**config.mk**
```make
export PLATFORM = sky130hd
export DESIGN_NAME = pulse_edge_transmitter_flat
export DESIGN_NICKNAME = d
export VERILOG_FILES = /design/src/rtl/pulse_edge_transmitter_pkg.sv /design/src/rtl/pulse_edge_transmitter_if.sv /design/src/rtl/pulse_edge_transmitter_sat_updown_counter.sv /design/src/rtl/pulse_edge_transmitter.sv /design/src/flat_wrapper.sv
export SDC_FILE = /design/constraint.sdc
export NUM_CORES = 1
export LEC_CHECK = 0
export CORE_UTILIZATION = 42
export DETAILED_ROUTE_END_ITERATION = 10
export GPL_TIMING_DRIVEN = 0
export HOLD_SLACK_MARGIN = 0.05
export PLACE_DENSITY = 0.6
export RECOVER_POWER = 25
export SYNTH_ARGS = -nofsm -noshare
export SYNTH_HDL_FRONTEND = slang
export SYNTH_HIERARCHICAL = 1
export SYNTH_SLANG_ARGS = --single-unit
```
**constraint.sdc**
```tcl
create_clock -name clk -period 3.3 [get_ports clk]
set_input_delay 0.66 -clock clk [delete_from_list [all_inputs] [get_ports clk]]
set_output_delay 0.66 -clock clk [all_outputs]
set_load 0.05 [all_outputs]
```
**src/rtl/pulse_edge_transmitter_pkg.sv**
```systemverilog
// Shared types and defaults for the pulse edge transmitter slice.
package pulse_tx_pkg;

  typedef enum logic [1:0] {TX_IDLE, TX_HIGH, TX_LOW} tx_state_t;

  localparam int unsigned DEF_HIGH_CYCLES = 4;
  localparam int unsigned DEF_LOW_CYCLES  = 4;
  localparam int unsigned DEF_PEND_W      = 3;

  // Phase counter must hold the longer of the two phases minus one; never narrower than 1 bit.
  function automatic int unsigned phase_width(input int unsigned high_c, input int unsigned low_c);
    int unsigned m;
    m = (high_c > low_c) ? high_c : low_c;
    return (m > 1) ? $clog2(m) : 1;
  endfunction

endpackage

```
**src/rtl/pulse_edge_transmitter_if.sv**
```systemverilog
// Event request / pulse output bundle between an event source and the transmitter.
interface pulse_edge_transmitter_if
  import pulse_tx_pkg::*;
#(
  parameter int unsigned PEND_W = DEF_PEND_W
);

  logic              req;
  logic              clr_ovf;
  logic              signal_out;
  logic              busy;
  logic [PEND_W-1:0] pending;
  logic              overflow;

  modport master (
    output req, clr_ovf,
    input  signal_out, busy, pending, overflow
  );

  modport slave (
    input  req, clr_ovf,
    output signal_out, busy, pending, overflow
  );

endinterface

```
**src/rtl/pulse_edge_transmitter_sat_updown_counter.sv**
```systemverilog
// Saturating up/down counter holding the number of queued, not-yet-started events.
module sat_updown_counter
  import pulse_tx_pkg::*;
#(
  parameter int unsigned PEND_W = DEF_PEND_W
) (
  input  logic              clk,
  input  logic              rst,
  input  logic              inc_i,
  input  logic              dec_i,
  output logic [PEND_W-1:0] count_o,
  output logic              sat_o
);

  logic [PEND_W-1:0] count_q, count_d;

  assign sat_o   = (count_q == '1);
  assign count_o = count_q;

  always_comb begin
    count_d = count_q;
    if (inc_i && !dec_i && !sat_o)
      count_d = count_q + 1'b1;
    else if (dec_i && !inc_i && (count_q != '0))
      count_d = count_q - 1'b1;
  end

  always_ff @(posedge clk or posedge rst) begin
    if (rst) count_q <= '0;
    else     count_q <= count_d;
  end

endmodule

```
**src/rtl/pulse_edge_transmitter.sv**
```systemverilog
// Turns single-cycle event requests into fixed-width high/low pulses on a registered
// level output; requests during a pulse are queued and replayed back-to-back.
module pulse_edge_transmitter
  import pulse_tx_pkg::*;
#(
  parameter int unsigned HIGH_CYCLES = DEF_HIGH_CYCLES,
  parameter int unsigned LOW_CYCLES  = DEF_LOW_CYCLES,
  parameter int unsigned PEND_W      = DEF_PEND_W
) (
  input  logic                     clk,
  input  logic                     rst,
  pulse_edge_transmitter_if.slave  bus
);

  localparam int unsigned PH_W = phase_width(HIGH_CYCLES, LOW_CYCLES);
  localparam logic [PH_W-1:0] HIGH_LOAD = PH_W'(HIGH_CYCLES - 1);
  localparam logic [PH_W-1:0] LOW_LOAD  = PH_W'(LOW_CYCLES - 1);

  if (HIGH_CYCLES == 0) begin : g_bad_high
    $error("HIGH_CYCLES must be >= 1");
  end
  if (LOW_CYCLES == 0) begin : g_bad_low
    $error("LOW_CYCLES must be >= 1");
  end
  if (PEND_W == 0) begin : g_bad_pend
    $error("PEND_W must be >= 1");
  end

  tx_state_t         state_q;
  logic [PH_W-1:0]   phase_q;
  logic              signal_q;
  logic              busy_q;
  logic              overflow_q;

  logic              phase_done;
  logic              low_exit;
  logic              pend_inc;
  logic              pend_dec;
  logic              pend_sat;
  logic              pend_nz;
  logic [PEND_W-1:0] pend_cnt;

  assign phase_done = (phase_q == '0);
  assign low_exit   = (state_q == TX_LOW) && phase_done;
  assign pend_nz    = (pend_cnt != '0);

  // On the LOW-exit cycle a new req starts the next pulse directly instead of queueing.
  assign pend_inc = busy_q && bus.req && !low_exit;
  assign pend_dec = low_exit && pend_nz && !bus.req;

  sat_updown_counter #(
    .PEND_W (PEND_W)
  ) u_pending (
    .clk     (clk),
    .rst     (rst),
    .inc_i   (pend_inc),
    .dec_i   (pend_dec),
    .count_o (pend_cnt),
    .sat_o   (pend_sat)
  );

  always_ff @(posedge clk or posedge rst) begin
    if (rst) begin
      state_q    <= TX_IDLE;
      phase_q    <= '0;
      signal_q   <= 1'b0;
      busy_q     <= 1'b0;
      overflow_q <= 1'b0;
    end else begin
      // A drop in the same cycle as clr_ovf keeps the flag set.
      if (pend_inc && pend_sat)
        overflow_q <= 1'b1;
      else if (bus.clr_ovf)
        overflow_q <= 1'b0;

      case (state_q)
        TX_IDLE: begin
          if (bus.req) begin
            state_q  <= TX_HIGH;
            phase_q  <= HIGH_LOAD;
            signal_q <= 1'b1;
            busy_q   <= 1'b1;
          end
        end
        TX_HIGH: begin
          if (phase_done) begin
            state_q  <= TX_LOW;
            phase_q  <= LOW_LOAD;
            signal_q <= 1'b0;
          end else begin
            phase_q  <= phase_q - 1'b1;
          end
        end
        TX_LOW: begin
          if (phase_done) begin
            if (pend_nz || bus.req) begin
              state_q  <= TX_HIGH;
              phase_q  <= HIGH_LOAD;
              signal_q <= 1'b1;
            end else begin
              state_q  <= TX_IDLE;
              busy_q   <= 1'b0;
            end
          end else begin
            phase_q  <= phase_q - 1'b1;
          end
        end
        default: begin
          state_q  <= TX_IDLE;
          phase_q  <= '0;
          signal_q <= 1'b0;
          busy_q   <= 1'b0;
        end
      endcase
    end
  end

  assign bus.signal_out = signal_q;
  assign bus.busy       = busy_q;
  assign bus.pending    = pend_cnt;
  assign bus.overflow   = overflow_q;

endmodule

```
**src/flat_wrapper.sv**
```systemverilog
// flat-port wrapper written by rule: the top's interface ports become plain ports
module pulse_edge_transmitter_flat import pulse_tx_pkg::*;
#(
  parameter int unsigned HIGH_CYCLES = DEF_HIGH_CYCLES,
  parameter int unsigned LOW_CYCLES  = DEF_LOW_CYCLES,
  parameter int unsigned PEND_W      = DEF_PEND_W
)
  (clk, rst, bus_req, bus_clr_ovf, bus_signal_out, bus_busy, bus_pending, bus_overflow);
  pulse_edge_transmitter_if #(.PEND_W(PEND_W)) bus_i ();
  input  logic clk;
  input  logic rst;
  input wire logic [$bits(bus_i.req)-1:0] bus_req;
  input wire logic [$bits(bus_i.clr_ovf)-1:0] bus_clr_ovf;
  output wire logic [$bits(bus_i.signal_out)-1:0] bus_signal_out;
  output wire logic [$bits(bus_i.busy)-1:0] bus_busy;
  output wire logic [$bits(bus_i.pending)-1:0] bus_pending;
  output wire logic [$bits(bus_i.overflow)-1:0] bus_overflow;
  assign bus_i.req = bus_req;
  assign bus_i.clr_ovf = bus_clr_ovf;
  assign bus_signal_out = bus_i.signal_out;
  assign bus_busy = bus_i.busy;
  assign bus_pending = bus_i.pending;
  assign bus_overflow = bus_i.overflow;
  pulse_edge_transmitter #(.HIGH_CYCLES(HIGH_CYCLES), .LOW_CYCLES(LOW_CYCLES), .PEND_W(PEND_W)) u_core (.clk(clk), .rst(rst), .bus(bus_i));
endmodule
```
==> impl_metrics.tcl <==
set metrics [dict create \
    status "complete, no violations" \
    vdd_drop_max_mv 0.483 \
    fin_nets 116 \
    avgSynthCellArea_um2 8.84 \
    hold_viol_final 0 \
    ys_seq_area_share_pct 31.1 \
    cts_tree "done" \
    start_util_pct 45.6 \
    io_buffer_count 9 \
    cts_hold_buffers 0 \
    ctsResizeCount 0 \
    dieHeight_um 45.8 \
    synthCells 91 \
    vias 700 \
    grt_use_total_pct 18.1 \
    via_per_inst 5.47 \
    fin_tns_setup_ps 0 \
    die_w_um 45.8 \
    path_max_fanout 9 \
    syn-cell-area_um2 805 \
    crit_arrival_ps 3190 \
    yosysWarnings 6 \
    ys.flop_type "dfrtp_1" \
    synth_nets 102 \
    top_layer "met3" \
    clockRootBuffer "clkbuf_4" \
    rows 15 \
    worst-path-buf-inv 1 \
    n_fill_cell 174 \
    numCtsBuffers 3 \
    synth-edff-count 0 \
    synthAdderAreaFrac_pct 11.8 \
    synthMuxAreaShare_pct 2.80 \
    grt_pass1_wl_um 2690 \
    synthDominantCellAreaShare_pct 31.1 \
    drt_iter0_drc 16 \
    clock_tree.buffer_depth 2 \
    finalPower_mw 1.00 \
    cp.required_ps 3440 \
    cp-end-kind "register" \
    ys_ff_latch 10 \
    leakage_nw 0.401 \
    power_per_cell_area_nw_per_um2 1060 \
    critical_path_class "input port to register" \
    clk_pin_slew_worst_paths_ps 60 \
    final_util_pct 53.8 \
    antenna_cells 0 \
    cp-start-kind "input port" \
    htree_levels 1 \
    holdWs_ps 502 \
    cts_sinks 10 \
    dr.pass1.iters 4 \
    finalMaxSlewViolations 0 \
    wl_um 1610 \
    tightest_slew_ps 762 \
    max-cap-violations 0 \
    yosys.area.top_type "dfrtp_1" \
    netlist_top_cells_count "inv_1 (17), dfrtp_1 (10), ha_1 (6), nand2b_1 (5)" \
    ys_types 38 \
    path_delay_family "simple AND/OR/NAND/NOR gates" \
    synth-xor-area-share_pct 0 \
    setup_viol 0 \
    hpwl_um 1270 \
    cts_setup_buffers 0 \
    skew_ps 0.941 \
    min_period_ps 3060 \
    gp_congestion 0.779 \
    synthArstFlopShare_pct 100 \
    dp_slack_ps -27.7 \
    wl_per_cell_um 12.6 \
    die_area_um2 2090 \
    wl_met3_um 62 \
    drc 0 \
    fmax_mhz 327 \
    grt_pass1_vias 607 \
    antenna_found_initial 0 \
    path_cells "clkdlybuf4s50_1 -> nor3_1 -> nor2b_2 -> nand2b_1 -> fa_1 -> mux2_1 -> o22ai_1 -> a211oi_2" \
    grt_start_max_net_pins 12 \
    synth_compound_area_share_pct 24.6 \
    yosysMostFrequentCell "inv_1" \
    crit_path_max_incr_delay_ps 700 \
    slew-limit-headroom_pct 48.8 \
    hold_class "register to register" \
    drt-met1-wl_um 866 \
    synth_top_family_by_area "compound AO/OA/AOI/OAI gates" \
    crit_path_top_delay_cell "nor3_1" \
    grt-ovfl-total 0 \
    ant_nets 0 \
    area_delta_synth_final_pct 17.9 \
    fin_crit_sh_pct 92.6 \
    yosys.area_share.simple_pct 21.3 \
    wl_met2_um 683 \
    clk_latency_ps 260 \
    core_area_um2 1760 \
    ios 10 \
    timing.final.ws_setup_ps 245 \
    rsz0062_at_grt "false" \
    drive_gt1_share_pct 6.80 \
    synth_area_leaders "dfrtp_1 (31%), ha_1 (9.3%), inv_1 (7.9%)" \
]
-- cell type report --
cell class	count	area, um2	area share (%)
Sequential cell	10	250	26.4
Timing Repair Buffer	9	90.1	9.50
Clock buffer	3	22.5	2.37
Tap cell	25	31.3	3.30
Inverter	17	63.8	6.73
Buffer	1	3.75	0.396
Multi-Input combinational cell	63	487	51.3
-- per-stage QoR --
step,instance area [um2],instances
after global placement,926,125
after detailed placement,926,125
after CTS,948,128
final,948,128
after floorplan,805,91
after global routing,948,128
-- sequential cells by signal, summed over array words and instances (netlist names) --
name                      flops
u_core/bus.signal_out         1
u_core/bus.overflow           1
u_core/bus.busy               1
u_core/state_q                2
u_core/u_pending/count_o      3
u_core/phase_q                2
-- logic make-up (layout without fill, tap and decap cells) --
kind of cell,Yosys count,after routing
fa+ha+maj,7,7
flops,10,10
mux,2,2
buf+inv,18,30
compound gates,27,27
simple gates,27,27
-- cell usage in the layout (no fill, tap or decap), types with 2 or more instances in the layout --
master,synthesis,routed
a21oi_1,4,4
nor2b_1,3,3
and3_1,3,3
a31oi_1,3,3
ha_1,6,6
a211oi_1,2,2
nand2b_1,5,5
o21ai_0,4,4
clkbuf_4,0,3
o221ai_1,2,2
dfrtp_1,10,10
clkdlybuf4s50_1,0,8
nand3_1,2,2
nor3b_1,2,2
inv_1,17,17
nor3_1,4,4
-- path summary, 6_finish.rpt --
kind / startpoint / to / slack (ps) / cells after the start
worst max-delay path: bus_req / u_core/u_pending/count_o[1]$_DFFE_PP0P_ / 240 / 8
worst min-delay path: u_core/bus.overflow$_DFFE_PP0P_ / u_core/bus.overflow$_DFFE_PP0P_ / 500 / 1
worst max register to register: u_core/phase_q[0]$_DFFE_PP0P_ / u_core/u_pending/count_o[1]$_DFFE_PP0P_ / 320 / 10
worst min register to register: u_core/bus.overflow$_DFFE_PP0P_ / u_core/bus.overflow$_DFFE_PP0P_ / 500 / 1
max in group asynchronous: rst / u_core/state_q[0]$_DFFE_PP0P_ / 2290 / 2
min in group asynchronous: rst / u_core/u_pending/count_o[0]$_DFFE_PP0P_ / 720 / 2
-- power by group --
part           switching [mW]  total [mW]  internal (mW)
clock network          0.0402      0.0823         0.0421
registers              0.0771       0.260          0.183
logic                   0.387       0.660          0.273
-- layer usage --
layer,global-route usage [%],vias to the layer above
li1,-,360
met1,26.4,328
met2,26.0,12
met3,5.95,0
met4,3.53,0
met5,0,-
Power figures use the tool's default switching activity.
